### src/rtl/l1_train_pkg.sv
// Shared types for the layer-1 ODESA training sequencer.
// Holds the update opcode, the FSM state encoding and the trace threshold default.
package l1_train_pkg;

   typedef enum logic [1:0] {
      OP_NONE   = 2'd0,
      OP_REWARD = 2'd1,
      OP_PUNISH = 2'd2,
      OP_TRACE  = 2'd3
   } op_t;

   typedef enum logic [2:0] {
      ST_IDLE,
      ST_COLLECT,
      ST_DECIDE,
      ST_ISSUE1,
      ST_WAIT_LAS,
      ST_ISSUE2,
      ST_DRAIN
   } state_t;

   localparam int unsigned L1_TRACE_LL = 6;

endpackage

### src/rtl/l1_train_sequencer_rise_sticky.sv
// Edge/level detector with a sticky flag that latches the first trigger while armed.
// Ports: i_clk, i_rst_n (sync, active low), i_sig, i_arm, i_clr -> o_set (first-trigger pulse), o_sticky.
module rise_sticky #(
   parameter bit P_LEVEL = 1'b0
) (
   input  logic i_clk,
   input  logic i_rst_n,
   input  logic i_sig,
   input  logic i_arm,
   input  logic i_clr,
   output logic o_set,
   output logic o_sticky
);

   logic prev_q;
   logic sticky_q;
   logic trig;

   // Level mode triggers on any high cycle, edge mode on a 0->1 transition.
   assign trig     = P_LEVEL ? i_sig : (i_sig & ~prev_q);
   assign o_set    = i_arm & trig & ~sticky_q;
   assign o_sticky = sticky_q;

   always_ff @(posedge i_clk) begin
      if (!i_rst_n) begin
         prev_q   <= 1'b0;
         sticky_q <= 1'b0;
      end else begin
         prev_q <= i_sig;
         if (i_clr) begin
            sticky_q <= 1'b0;
         end else if (o_set) begin
            sticky_q <= 1'b1;
         end
      end
   end

endmodule

### src/rtl/l1_train_sequencer.sv
// Layer-1 ODESA training sequencer: per event window, collects winner/GAS/LAS and issues
// reward/punish (and optionally trace) commands over a valid/ready port; counts epochs.
// Ports: i_clk, i_rst_n, i_event, i_spike, i_gas, i_las, i_tr, i_upd_ready ->
//        o_upd_valid, o_upd_op, o_upd_mask, o_las, o_busy, o_epoch, o_end_of_epochs.
// Optional feature macro: L1_TRACE_REWARD_EN enables the LAS/trace second command.
module l1_train_sequencer
   import l1_train_pkg::*;
#(
   parameter int unsigned P_NEURONS  = 2,
   parameter int unsigned P_INPUTS   = 8,
   parameter int unsigned P_TR_W     = 9,
   parameter int unsigned P_WAIT_L1  = 7,
   parameter int unsigned P_WAIT_L2  = 9,
   parameter int unsigned P_WAIT_END = 10,
   parameter int unsigned P_EPOCHS   = 20120,
   parameter int unsigned P_TRACE_LL = L1_TRACE_LL
) (
   input  logic                          i_clk,
   input  logic                          i_rst_n,
   input  logic [P_INPUTS-1:0]           i_event,
   input  logic [P_NEURONS-1:0]          i_spike,
   input  logic                          i_gas,
   input  logic                          i_las,
   input  logic [P_NEURONS*P_TR_W-1:0]   i_tr,
   output logic                          o_upd_valid,
   input  logic                          i_upd_ready,
   output logic [1:0]                    o_upd_op,
   output logic [P_NEURONS-1:0]          o_upd_mask,
   output logic                          o_las,
   output logic                          o_busy,
   output logic [$clog2(P_EPOCHS+1)-1:0] o_epoch,
   output logic                          o_end_of_epochs
);

   localparam int unsigned CW = $clog2(P_WAIT_END + 4);
   localparam int unsigned EW = $clog2(P_EPOCHS + 1);

   state_t               state_q;
   logic [CW-1:0]        cnt_q;
   logic [CW-1:0]        cnt_d;
   logic                 gas_q;
   logic [P_NEURONS-1:0] winner_q;
   logic                 valid_q;
   op_t                  op_q;
   logic [P_NEURONS-1:0] mask_q;
   logic [EW-1:0]        epoch_q;
   logic                 end_q;
   logic                 idle;
   logic                 ev_arm;
   logic                 start;
   logic                 spk_set;
   logic                 spk_stk;
   logic                 unused_ev;

   assign idle  = (state_q == ST_IDLE);
   assign ev_arm = idle & ~end_q;
   // The counter freezes while a command waits for the datapath.
   assign cnt_d = (valid_q & ~i_upd_ready) ? cnt_q : cnt_q + CW'(1);

   rise_sticky #(.P_LEVEL(1'b0)) u_ev (
      .i_clk    (i_clk),
      .i_rst_n  (i_rst_n),
      .i_sig    (|i_event),
      .i_arm    (ev_arm),
      .i_clr    (~ev_arm),
      .o_set    (start),
      .o_sticky (unused_ev)
   );

   rise_sticky #(.P_LEVEL(1'b1)) u_spk (
      .i_clk    (i_clk),
      .i_rst_n  (i_rst_n),
      .i_sig    (|i_spike),
      .i_arm    (~idle),
      .i_clr    (start),
      .o_set    (spk_set),
      .o_sticky (spk_stk)
   );

`ifdef L1_TRACE_REWARD_EN
   logic                        las_set;
   logic                        las_stk;
   logic [P_NEURONS*P_TR_W-1:0] tr_q;
   logic [P_NEURONS-1:0]        tr_mask;

   rise_sticky #(.P_LEVEL(1'b0)) u_las (
      .i_clk    (i_clk),
      .i_rst_n  (i_rst_n),
      .i_sig    (i_las),
      .i_arm    (~idle),
      .i_clr    (start),
      .o_set    (las_set),
      .o_sticky (las_stk)
   );

   always_ff @(posedge i_clk) begin
      if (!i_rst_n) begin
         tr_q <= '0;
      end else if (las_set) begin
         tr_q <= i_tr;
      end
   end

   always_comb begin
      tr_mask = '0;
      for (int n = 0; n < P_NEURONS; n++) begin
         tr_mask[n] = tr_q[n*P_TR_W +: P_TR_W] > P_TR_W'(P_TRACE_LL);
      end
   end
`else
   logic unused_las;
   assign unused_las = ^{i_las, i_tr, P_TR_W'(P_TRACE_LL)};
`endif

   always_ff @(posedge i_clk) begin
      if (!i_rst_n) begin
         state_q  <= ST_IDLE;
         cnt_q    <= '0;
         gas_q    <= 1'b0;
         winner_q <= '0;
         valid_q  <= 1'b0;
         op_q     <= OP_NONE;
         mask_q   <= '0;
         epoch_q  <= '0;
         end_q    <= 1'b0;
      end else begin
         if (!idle) begin
            cnt_q <= cnt_d;
         end
         // Lowest set bit wins on simultaneous spikes.
         if (spk_set) begin
            winner_q <= i_spike & (~i_spike + P_NEURONS'(1));
         end
         unique case (state_q)
            ST_IDLE: begin
               if (start) begin
                  state_q  <= ST_COLLECT;
                  cnt_q    <= '0;
                  gas_q    <= i_gas;
                  winner_q <= '0;
               end
            end
            ST_COLLECT: begin
               if (cnt_q == CW'(P_WAIT_L1)) begin
                  state_q <= ST_DECIDE;
               end
            end
            ST_DECIDE: begin
               if (gas_q) begin
                  valid_q <= 1'b1;
                  state_q <= ST_ISSUE1;
                  if (|winner_q) begin
                     op_q   <= OP_REWARD;
                     mask_q <= winner_q;
                  end else begin
                     op_q   <= OP_PUNISH;
                     mask_q <= '1;
                  end
               end else begin
                  state_q <= ST_WAIT_LAS;
               end
            end
            ST_ISSUE1: begin
               if (i_upd_ready) begin
                  valid_q <= 1'b0;
                  op_q    <= OP_NONE;
                  mask_q  <= '0;
                  state_q <= ST_WAIT_LAS;
               end
            end
            ST_WAIT_LAS: begin
               if (cnt_q >= CW'(P_WAIT_L2)) begin
`ifdef L1_TRACE_REWARD_EN
                  if (las_stk) begin
                     valid_q <= 1'b1;
                     op_q    <= OP_TRACE;
                     mask_q  <= tr_mask;
                     state_q <= ST_ISSUE2;
                  end else begin
                     state_q <= ST_DRAIN;
                  end
`else
                  state_q <= ST_DRAIN;
`endif
               end
            end
            ST_ISSUE2: begin
               if (i_upd_ready) begin
                  valid_q <= 1'b0;
                  op_q    <= OP_NONE;
                  mask_q  <= '0;
                  state_q <= ST_DRAIN;
               end
            end
            ST_DRAIN: begin
               if (cnt_q >= CW'(P_WAIT_END)) begin
                  state_q <= ST_IDLE;
                  if (epoch_q != EW'(P_EPOCHS)) begin
                     epoch_q <= epoch_q + EW'(1);
                  end
                  if (epoch_q == EW'(P_EPOCHS - 1)) begin
                     end_q <= 1'b1;
                  end
               end
            end
            default: state_q <= ST_IDLE;
         endcase
      end
   end

   assign o_upd_valid     = valid_q;
   assign o_upd_op        = op_q;
   assign o_upd_mask      = mask_q;
   assign o_las           = spk_stk;
   assign o_busy          = ~idle;
   assign o_epoch         = epoch_q;
   assign o_end_of_epochs = end_q;

endmodule

### config.mk
export PLATFORM = sky130hd
export DESIGN_NAME = l1_train_sequencer
export DESIGN_NICKNAME = d
export VERILOG_FILES = /design/src/rtl/l1_train_pkg.sv /design/src/rtl/l1_train_sequencer_rise_sticky.sv /design/src/rtl/l1_train_sequencer.sv
export SDC_FILE = /design/constraint.sdc
export NUM_CORES = 1
export LEC_CHECK = 0
export CAP_MARGIN = 20
export CORE_UTILIZATION = 40
export DETAILED_ROUTE_END_ITERATION = 12
export GPL_TIMING_DRIVEN = 1
export PLACE_DENSITY = 0.77
export SYNTH_ARGS = -nofsm -noshare
export SYNTH_HDL_FRONTEND = slang
export SYNTH_SLANG_ARGS = --single-unit
### constraint.sdc
create_clock -name i_clk -period 5.09 [get_ports i_clk]
set_input_delay 0.509 -clock i_clk [delete_from_list [all_inputs] [get_ports i_clk]]
set_output_delay 0.509 -clock i_clk [all_outputs]
set_load 0.02 [all_outputs]
==> impl_metrics.csv <==
group,metric,value,unit
run_status,status,"complete, no violations",
setup_path,cp-end-kind,"output pin",
min_path,min_to,"o_upd_mask[0]$_SDFFE_PN0P_",
yosys,synth_fp_nets,246,
detailed_routing,first_pass_iters,5,
placement,portBuffers,36,
setup_path,start_kind,"flop",
sta,hold_viol_final,0,
clock_tree,clk_latency,290,ps
global_routing,grt_max_degree,37,
setup_path,worst_path_max_delay_cell,"clkdlybuf4s50_1",
detailed_routing,wl_per_cell,12.8,um
finish,diodes,0,
yosys,netlist_area,1810,um^2
yosys,synth_area_leaders,"dfxtp_1 38%, ha_1 4.2%, a21boi_1 3.3%",
yosys,ys.flop_type,"dfxtp_1",
sta,layout_setup_ws,2760,ps
sta,tightestPinTransition,743,ps
clock_tree,cts.sinks,34,
clock_tree,cts-htree-levels,2,
sta,period_needed,2330,ps
run,maxCapViolCount,0,
floorplanning,core,4350,um^2
global_routing,grtUsageTotal,17.0,%
floorplanning,fp.dieW,69.2,um
sta,slew_violations,0,
clock_tree,clock_path_buffers,2,
sta,fmax,428,MHz
min_path,min_from,"o_upd_mask[0]$_SDFFE_PN0P_",
detailed_routing,ant_nets,0,
yosys,yosysMostFrequentCell,"dfxtp_1",
floorplanning,rows,24,
clock_tree,root_buffer,"clkbuf_8",
global_routing,grt_pass1_wl,6560,um
setup_path,max_stage_delay,630,ps
yosys,ys_async_sr_fraction,0,%
finish,utilization,52.9,%
clock_tree,post_cts_buffers,0,
yosys,synth_warnings,0,
setup_path,crit_arrival,1820,ps
sta,period_share,45.9,%
sta,rsz0062_at_grt,"false",
setup_path,path_buf_inv,2,
yosys,synth_top_area_share,37.7,%
floorplanning,pin_count,56,
floorplanning,initial_core_util,41.5,%
clock_tree,postCtsHoldBufs,0,
placement,dp.cells,288,
sta,setup_tns,0,ps
setup_path,worst_ep_required_time,4580,ps
setup_path,crit_fanout,12,
yosys,ys_ff_latch,34,
detailed_routing,routed_wirelength,3780,um
setup_path,path_cells,"nor3_2 -> inv_2 -> clkdlybuf4s50_1",
finish,final_nets,282,
yosys,synth_cell_types,52,
placement,dp_slack,2710,ps
setup_path,timing.rr.start,"cnt_q[0]$_SDFF_PN0_",
setup_path,rr_worst_depth,6,
finish,drive_gt1_share,6.56,%
sta,finClkSkew,6.21,ps
setup_path,critPathTopFamily,"buffers and inverters",
power,p_leak,0.000818,uW
placement,dp_hpwl,2700,um
floorplanning,die_y,69.2,um
power,power.density,272,nW/um^2
yosys,yosys.area.top_type,"dfxtp_1",
finish,synthToLayoutAreaGrowth,27.5,%
setup_path,crit_type,"flop to output pin",
min_path,hold_path_class,"flop to flop",
detailed_routing,drtIter0Drc,72,
yosys,yosysSeqAreaShare,37.7,%
yosys,netlist_top_cells_count,"34 x dfxtp_1, 16 x nand2_1, 14 x inv_1",
min_path,whs_path_depth,2,
detailed_routing,num_vias,1572,
global_routing,grt_pass1_vias,1473,
detailed_routing,vias_per_cell,5.31,
global_routing,grt_antenna_before_repair,0,
yosys,synth_area_per_cell,8.72,um^2
placement,gp_congestion,0.836,
sta,slew_headroom,50.4,%
yosys,synth-edff-count,0,
clock_tree,path_clk_slew,70,ps
clock_tree,ctsResizeCount,0,
clock_tree,cts_buffers,5,
yosys,syn_inst,207,
global_routing,gr-total-overflow,0,
floorplanning,die-area,4790,um^2
power,max-vdd-ir-drop,0.000205,V
detailed_routing,drc,0,
sta,setup_viol,0,
finish,layout.cells.non_filler,296,
clock_tree,cts_tree,"done",
setup_path,rrSetupSlack,2950,ps
setup_path,rr_endpoint,"o_epoch[5]$_SDFFE_PN0P_",
[worst min-delay path: stages, from the launching register on]
cell	delay, ps
dfxtp_1	310
nand2_1	50
a21boi_1	50
[area by class of cell]
class,instances,area [um^2]
fill,389,2050
multi-input combinational,150,1020
sequential,34,681
timing repair buffer,37,368
clock buffer,5,68.8
tap,52,65.1
inverter,15,56.3
clock inverter,3,40.0
[flip-flops by register name, summed over array words and instances, names as in the netlist, 2 cells and up]
register / flops
winner_q: 2
o_epoch: 15
o_upd_mask: 2
state_q: 3
cnt_q: 4
o_upd_op: 2
[worst max-delay path by stage]
stage               slack, ps               startpoint                        to  cells after the start
floorplan                3260  o_epoch[1]$_SDFFE_PN0P_  o_epoch[10]$_SDFFE_PN0P_                      5
global placement         2770               i_event[1]    winner_q[1]$_SDFF_PN0_                      5
detailed placement       2710               i_event[1]    winner_q[1]$_SDFF_PN0_                      5
CTS                      2760  state_q[2]$_SDFFE_PN0P_                    o_busy                      3
global route             2640  state_q[2]$_SDFFE_PN0P_                    o_busy                      3
finish                   2760  state_q[2]$_SDFFE_PN0P_                    o_busy                      3
[through the flow]
step | hold slack, ps | power, uW | cell area (um^2)
final | 462 | 627 | 2300
after global routing | 487 | 663 | 2300
after CTS | 464 | 632 | 2300
after detailed placement | 448 | 387 | 2190
after global placement | 445 | 385 | 2190
after floorplan | 457 | 357 | 1810
[kinds of logic after synthesis]
logic type / synth area share [%]
compound gates: 18.7
fa+ha+maj: 4.16
simple gates: 28.3
xor+xnor: 3.88
mux: 1.66
buf+inv: 5.61
flops: 37.7
[metal layers]
metal	vias to the layer above	GRT usage [%]	wire length, um
li1	816	-	-
met1	721	21.4	1840
met2	27	26.6	1730
met3	8	4.07	129
met4	0	9.75	90
met5	-	0	0
[power by group]
group / internal, uW / switching, uW
Clock: 144 / 101
Sequential: 276 / 16.3
Combinational: 42.9 / 46.1
[placed cells by master (no fill, tap or decap), types with 6 or more instances in the layout]
cell type and count:
a21boi_1 8, a21oi_1 10, clkdlybuf4s50_1 36, dfxtp_1 34, ha_1 6, inv_1 14
nand2_1 16, nand2b_1 9, nand3_1 9, nor2_1 7
(Power assumes the default switching activity.)
